**src/rtl/adc_frame_collector_if.sv**
```systemverilog
// Sample-in / frame-out bundle between the ADC front end and adc_frame_collector.
// A sample transfers on a rising edge where sample_valid && sample_ready; sample_in is held with valid until then.
interface adc_frame_collector_if #(
  parameter int ADC_DATA_WIDTH = 8,
  parameter int N_POINTS       = 32
);
  logic [ADC_DATA_WIDTH-1:0]          sample_in;
  logic                               sample_valid;
  logic                               sample_ready;
  logic                               clear;
  logic [N_POINTS*ADC_DATA_WIDTH-1:0] frame_out;
  logic                               frame_strobe;
  logic                               PU_enable;

  modport master (
    output sample_in, sample_valid, clear,
    input  sample_ready, frame_out, frame_strobe, PU_enable
  );

  modport slave (
    input  sample_in, sample_valid, clear,
    output sample_ready, frame_out, frame_strobe, PU_enable
  );
endinterface

```
**src/rtl/adc_frame_collector.sv**
```systemverilog
// Collects serial ADC samples into N_POINTS-sample frames and presents each frame held stable to the FFT.
// Optional feature macro ADC_SIGN_CONV_EN: invert the sample MSB (offset-binary to two's complement) before storage.
module adc_frame_collector #(
  parameter int ADC_DATA_WIDTH = 8,
  parameter int N_POINTS       = 32,
  parameter int HOLD_CYCLES    = 4
) (
  input  logic                  clk,
  input  logic                  reset,
  adc_frame_collector_if.slave  bus,
  output logic                  state_dbg
);

  localparam int IW = (N_POINTS > 1) ? $clog2(N_POINTS) : 1;
  localparam int HW = (HOLD_CYCLES > 1) ? $clog2(HOLD_CYCLES) : 1;
  localparam int FW = N_POINTS * ADC_DATA_WIDTH;

  typedef enum logic {
    ST_FILL      = 1'b0,
    ST_WAIT_HOLD = 1'b1
  } state_t;

  state_t                    state;
  state_t                    state_nxt;
  logic [IW-1:0]             wr_idx;
  logic [HW-1:0]             hold_cnt;
  logic [FW-1:0]             fill_bank;
  logic [FW-1:0]             bank_with_new;
  logic [FW-1:0]             frame_q;
  logic                      strobe_q;
  logic                      pu_q;
  logic [ADC_DATA_WIDTH-1:0] sample_stored;
  logic                      ready;
  logic                      accept;
  logic                      last_accept;
  logic                      present;
  logic                      hold_zero;

`ifdef ADC_SIGN_CONV_EN
  assign sample_stored = {~bus.sample_in[ADC_DATA_WIDTH-1], bus.sample_in[ADC_DATA_WIDTH-2:0]};
`else
  assign sample_stored = bus.sample_in;
`endif

  assign hold_zero = (hold_cnt == '0);

  // State register
  always_ff @(posedge clk or negedge reset) begin
    if (!reset) state <= ST_FILL;
    else        state <= state_nxt;
  end

  // Next-state logic; clear always returns to FILL and drops any pending frame
  always_comb begin
    state_nxt = state;
    if (bus.clear) begin
      state_nxt = ST_FILL;
    end else begin
      case (state)
        ST_FILL:      if (last_accept && !hold_zero) state_nxt = ST_WAIT_HOLD;
        ST_WAIT_HOLD: if (hold_zero) state_nxt = ST_FILL;
        default:      state_nxt = ST_FILL;
      endcase
    end
  end

  // Output / control decode
  always_comb begin
    ready       = (state == ST_FILL);
    accept      = bus.sample_valid && ready;
    last_accept = accept && (wr_idx == IW'(N_POINTS - 1));
    present     = 1'b0;
    case (state)
      ST_FILL:      present = last_accept && hold_zero && !bus.clear;
      ST_WAIT_HOLD: present = hold_zero && !bus.clear;
      default:      present = 1'b0;
    endcase
  end

  // Bank image including a sample accepted this edge, so the last sample lands in the presented frame
  always_comb begin
    bank_with_new = fill_bank;
    if (accept) bank_with_new[int'(wr_idx) * ADC_DATA_WIDTH +: ADC_DATA_WIDTH] = sample_stored;
  end

  always_ff @(posedge clk) begin
    if (accept && !bus.clear) fill_bank <= bank_with_new;
  end

  always_ff @(posedge clk or negedge reset) begin
    if (!reset) begin
      wr_idx   <= '0;
      hold_cnt <= '0;
      frame_q  <= '0;
      strobe_q <= 1'b0;
      pu_q     <= 1'b0;
    end else begin
      strobe_q <= present;
      if (bus.clear)   wr_idx <= '0;
      else if (accept) wr_idx <= wr_idx + 1'b1;
      if (present) begin
        frame_q  <= bank_with_new;
        pu_q     <= 1'b1;
        hold_cnt <= HW'(HOLD_CYCLES - 1);
      end else if (!hold_zero) begin
        hold_cnt <= hold_cnt - 1'b1;
      end
    end
  end

  assign bus.sample_ready = ready;
  assign bus.frame_out    = frame_q;
  assign bus.frame_strobe = strobe_q;
  assign bus.PU_enable    = pu_q;
  assign state_dbg        = (state == ST_WAIT_HOLD);

endmodule

```
**src/flat_wrapper.sv**
```systemverilog
// flat-port wrapper written by rule: the top's interface ports become plain ports
module adc_frame_collector_flat 
#(
  parameter int ADC_DATA_WIDTH = 8,
  parameter int N_POINTS       = 32,
  parameter int HOLD_CYCLES    = 4
)
  (clk, reset, state_dbg, bus_sample_in, bus_sample_valid, bus_clear, bus_sample_ready, bus_frame_out, bus_frame_strobe, bus_PU_enable);
  adc_frame_collector_if #(.ADC_DATA_WIDTH(ADC_DATA_WIDTH), .N_POINTS(N_POINTS)) bus_i ();
  input  logic clk;
  input  logic reset;
  output logic state_dbg;
  input wire logic [$bits(bus_i.sample_in)-1:0] bus_sample_in;
  input wire logic [$bits(bus_i.sample_valid)-1:0] bus_sample_valid;
  input wire logic [$bits(bus_i.clear)-1:0] bus_clear;
  output wire logic [$bits(bus_i.sample_ready)-1:0] bus_sample_ready;
  output wire logic [$bits(bus_i.frame_out)-1:0] bus_frame_out;
  output wire logic [$bits(bus_i.frame_strobe)-1:0] bus_frame_strobe;
  output wire logic [$bits(bus_i.PU_enable)-1:0] bus_PU_enable;
  assign bus_i.sample_in = bus_sample_in;
  assign bus_i.sample_valid = bus_sample_valid;
  assign bus_i.clear = bus_clear;
  assign bus_sample_ready = bus_i.sample_ready;
  assign bus_frame_out = bus_i.frame_out;
  assign bus_frame_strobe = bus_i.frame_strobe;
  assign bus_PU_enable = bus_i.PU_enable;
  adc_frame_collector #(.ADC_DATA_WIDTH(ADC_DATA_WIDTH), .N_POINTS(N_POINTS), .HOLD_CYCLES(HOLD_CYCLES)) u_core (.clk(clk), .reset(reset), .bus(bus_i), .state_dbg(state_dbg));
endmodule
```
**config.mk**
```make
export PLATFORM = sky130hd
export DESIGN_NAME = adc_frame_collector_flat
export DESIGN_NICKNAME = d
export VERILOG_FILES = /design/src/rtl/adc_frame_collector_if.sv /design/src/rtl/adc_frame_collector.sv /design/src/flat_wrapper.sv
export SDC_FILE = /design/constraint.sdc
export NUM_CORES = 1
export LEC_CHECK = 0
export BUFFER_PORTS_ARGS = -buffer_cell sky130_fd_sc_hd__buf_2
export CAP_MARGIN = 20
export CORE_ASPECT_RATIO = 0.5
export CORE_MARGIN = 2
export CORE_UTILIZATION = 35
export CTS_BUF_LIST = sky130_fd_sc_hd__clkbuf_16
export DETAILED_ROUTE_END_ITERATION = 10
export SLEW_MARGIN = 10
export SYNTH_ARGS = -nofsm -noshare
export SYNTH_HDL_FRONTEND = slang
export SYNTH_SLANG_ARGS = --single-unit
```
**constraint.sdc**
```tcl
create_clock -name clk -period 16.2 [get_ports clk]
set_input_delay 2.43 -clock clk [delete_from_list [all_inputs] [get_ports clk]]
set_output_delay 2.43 -clock clk [all_outputs]
set_load 0.03 [all_outputs]
```
# Word-level counts from Yosys, hierarchy flattened
# Cells that the tools add are included.
# classes
n_addsub	3
eq_ne	2
shift	2
muxes	11
bitwise_logic	1
n_reduce_logical	11
# op_table
cell	n
bitwise mux 256 bit	1
2-to-1 mux 256 bit	1
variable shift 8 x 33 -> 256 bit (first input constant)	1
variable part select 8 x 33 -> 256 bit	1
negation 8 -> 33 bit	1
2-to-1 mux 5 bit	2
logical AND 1 bit	7
adder 5 x 1 -> 5 bit (second input constant)	1
equality test 5 bit (second input constant)	1
2-to-1 mux 2 bit	2
case mux 1 bit (2 select lines)	2
2-to-1 mux 1 bit	3
logical NOT 1 bit	2
logical NOT 2 bit	1
!= test 2 x 1 -> 1 bit (second input constant)	1
nonzero test 2 bit	1
subtractor 2 x 1 -> 2 bit (second input constant)	1
inverter 1 bit	1
# word_totals
reg_bits	522
input_bits	12
output_inout_bits	260

# Logic depth before layout (Yosys ltp)
# logic_depth
word_depth	7
ltp_mapped	13

# Least setup slack after synthesis
# Ideal clock, no wire load.
# synth_path
kind	input -> register
from	input bus_sample_valid
to	register u_core.fill_bank[0] (enable)
arrival_time_ps	14028
t_required_ps	15295
slack_ps	1267
stages	3
cell_sequence	and2b_1 -> clkbuf_1 -> nor2b_1
# synth_between
elab_chain_cells	2
# synth_lines
item	line_no	source
from (decl)	flat_wrapper.sv:14	input wire logic [$bits(bus_i.sample_valid)-1:0] bus_sample_valid;
logical AND 1 bit	adc_frame_collector.sv:70	accept = bus.sample_valid && ready;
logical AND 1 bit	adc_frame_collector.sv:87	if (accept && !bus.clear) fill_bank <= bank_with_new;
to (signal assigned)	adc_frame_collector.sv:87	
to (decl)	adc_frame_collector.sv:27	logic [FW-1:0] fill_bank;
# No other way between the ends.
# A chain may end at the register's enable or synchronous reset.

# Final worst setup path
# layout_path
from	input bus_clear
to	register u_core.frame_q[23] (netlist: u_core.bus.frame_out[23])
# layout_between
elab_chain_cells	3
elab_cells_between_ends	4
cone_classes	mux: 1; reduce/logical: 3
# layout_lines
item	line_no	source
from (decl)	flat_wrapper.sv:15	input wire logic [$bits(bus_i.clear)-1:0] bus_clear;
logical NOT 1 bit (*)	adc_frame_collector.sv:74, adc_frame_collector.sv:75	
logical AND 1 bit (on tied branches)	adc_frame_collector.sv:75, adc_frame_collector.sv:74	
case mux 1 bit (2 select lines) (*)	adc_frame_collector.sv:73	case (state)
to (signal assigned)	adc_frame_collector.sv:102	frame_q <= bank_with_new;
to (decl)	adc_frame_collector.sv:29	logic [FW-1:0] frame_q;
# Every way passes the cells marked *; elsewhere a longest branch is shown, timed or not.

==> summary.txt <==
Status - complete, no violations
Yosys warns - 0
WL met1 - 27.82 mm
CP bufs+invs - 4
Post-cts repair resize count - 0
IO buf count - 271
Met3 wire length - 3.903 mm
Fillers - 6090
First-pass GRT wire length - 97.94 mm
Syn_area_per_cell - 11.30 um^2
VDD IR-drop max - 80.38 uV
Synth top area share - 34.33%
Count of maximum capacitance violations - 0
Syn Nets - 1998
Simple-Gate Fraction of Synth Area - 15.01%
Final hold vios - 0
Slew Limit Fails - 0
Crit start category - primary input
Arrival time at the worst endpoint - 6260 ps
HP Class - flip-flop to flip-flop
Crit-path cells - buf_2, nand2b_1, or2_2, inv_8, buf_4, buf_4, a31oi_1
Post-DR wirelength/cell - 21.17 um
Setup TNS - 0 ps
Io pins - 272
DIE WIDTH - 361.7 um
Top Layer Used - met4
Tcrit/Tclk final - 36.06%
FF-to-FF path depth - 9
GPL Wtd Cong - 0.7833
Area contributors post-synth - edfxtp_1 (34%), dfrtp_1 (30%), mux2_2 (5.4%)
Synth Area in Adders - 0.2794%
H-tree levels - 2
Post-synth EDFFs - 256
Row count - 65
Worst flop-to-flop path startpoint - u_core.wr_idx[0]
Vias in the first global route - 15710
Die span in y - 182.8 um
Synth Register Bits - 522
Mux cell area share after synthesis - 5.650%
Post-synthesis cell area - 22390 um^2
Total clock sinks - 522
Area delta synth->final - 16.57%
Slew of the pin with the lowest slew margin - 1098 ps
Finish-stage setup viols - 0
Clock skew - 28.39 ps
GRT Total Usage - 19.10%
Asr flop ratio synth - 50.96%
CTS max path bufs - 3
Worst path top cell family by delay - buffers and inverters
Share of cells above drive strength 1 - 23.26%
Hold path startpoint - u_core.bus.PU_enable
Critical path type - primary input to flip-flop
Final WL - 64.72 mm
Most frequent cells in the layout - buf_2 (272), dfrtp_1 (266), edfxtp_1 (256)
Final net count - 2193
Clock slew at reported path FFs - 60 ps
Number of CTS-inserted buffers - 51
Initial Util - 35.48%
# Post-CTS Setup Buffers - 0
Clock root cell - clkbuf_16
Crit path max fanout - 176
Synth Flop Type - dfrtp_1
LEAKAGE - 11.27 nW
Pre-antenna DRT Iters - 5
DP Area - 24460 um^2
CTS Hold Bufs - 0
Fmax - 171.2 MHz
Via Count - 16590
Crit-path max cell delay - 900 ps
Vias per std cell - 5.425
Critical path capture point type - flip-flop
Commonest non-fill, non-tap cell in the layout - buf_2
DP Wirelength - 39.80 mm
Die area - 66130 um^2
Crit-path slowest cell - buf_4
Metal2 WL - 31.14 mm
Hold EP - u_core.bus.PU_enable
R2R Setup Slk - 11050 ps
Power Dens Cells - 105.4 nW/um^2
Crit path required time - 16620 ps
Min cycle time layout - 5842 ps
First DRT Iteration DRCs - 1744
Core box area - 63110 um^2
Post-Synthesis Cells - 1981
TritonCTS clock tree - built
Synth Area in Compound Gates - 11.53%
Xor and xnor area share after synthesis - 0.2347%
Cell variety after synth - 62
Clock Latency Late Sink - 610 ps
Seq/Total Area, Yosys - 64.06%
RSZ-0062 raised after global routing - false
Design area - 26100 um^2
Post-route DRC - 0
Initial antenna violation count - 3
Antenna viol nets, final - 0
Largest net degree at the start of global routing - 177
Largest area contributor in the netlist - edfxtp_1
WHS - 488.6 ps
Slew margin rel. - 26.77%
Most numerous cell on the critical path - buf_4
Grt ovf - 0
Hold depth - 1
Largest family of logic cells by synthesized area - simple AND/OR/NAND/NOR gates
Worst R2R End - u_core.bus.frame_out[23]
==> how the worst max path moves through the flow <==
| stage | startpoint | end | cells past startpoint | slack (ps) |
|---|---|---|---|---|
| finish | bus_clear | u_core.bus.frame_out[23] | 7 | 10360 |
| global route | bus_clear | u_core.bus.frame_out[23] | 7 | 10060 |
| CTS | bus_clear | u_core.bus.frame_out[23] | 7 | 10430 |
| detailed placement | bus_clear | u_core.bus.frame_out[60] | 7 | 9810 |
| global placement | bus_clear | u_core.bus.frame_out[252] | 7 | 9890 |
| floorplan | bus_sample_valid | u_core.fill_bank[0] | 3 | 1270 |
==> where the power goes <==
part / internal (mW) / leakage, nW / total [mW] / switching [mW]
logic: 0.0360 / 4.32 / 0.173 / 0.137
clock network: 0.623 / 0.834 / 1.15 / 0.526
registers: 1.42 / 6.12 / 1.43 / 0.00820
total: 2.08 / 11.3 / 2.75 / 0.671
==> worst register-to-register path, stage by stage, from the launching register on <==
cell     delay, ps
dfrtp_1        730
ha_1           260
and3_1         150
ha_1           160
a21oi_1        140
or2_2          620
inv_8          860
buf_4          800
buf_4          960
a31oi_1        290
==> stage by stage <==
step	utilization, %	instances	total power [mW]	setup WS, ps
floorplan	-	1981	1.560	1267
global placement	38.75	2956	1.624	9894
detailed placement	38.76	2957	1.626	9813
CTS	41.25	3052	2.771	10430
global route	41.35	3055	2.852	10060
finish	41.36	3057	2.752	10360
==> Yosys cell counts (10+ instances only) <==
cell / n
nand3_1: 178
clkbuf_1: 115
nor2_1: 195
a31oi_1: 182
nand2_1: 242
o31ai_1: 17
dfrtp_1: 266
o211ai_1: 40
edfxtp_1: 256
o21ai_0: 171
nor3_1: 12
mux2_2: 107
nand4_1: 31
and3_1: 10
buf_2: 41
==> final cells by class <==
cell class,instances,area [um^2],area share (%)
clock buffers,51,1276,4.889
inverters,7,33.78,0.1294
diodes,2,5.005,0.01917
well taps,837,1047,4.012
flip-flops and latches,522,14340,54.95
multi-input cells,1284,7388,28.31
clock inverters,44,300.3,1.150
repair buffers,310,1707,6.539
==> layer usage <==
layer / global-route usage [%] / vias to the layer above
li1: - / 7680
met2: 31.12 / 478
met1: 26.20 / 8320
met3: 3.401 / 107
met4: 5.650 / 0
met5: 0 / -
==> flip-flops by register name, summed over array words and instances, names as in the netlist <==
signal                   count
u_core.hold_cnt              2
u_core.state_dbg             1
u_core.wr_idx                5
u_core.bus.PU_enable         1
u_core.bus.frame_out       256
u_core.bus.frame_strobe      1
u_core.fill_bank           256
==> cell families (layout without fill, tap and decap cells) <==
kind of cell / after synthesis / after routing
and+or+nand+nor: 730 / 730
DFF: 522 / 522
AOI/OAI and AO/OA: 432 / 432
buffers and inverters: 175 / 412
muxes: 111 / 111
xor gates and xnor gates: 6 / 6
adders and majority gates: 5 / 5
other: 0 / 2
(Power assumes the default switching activity.)
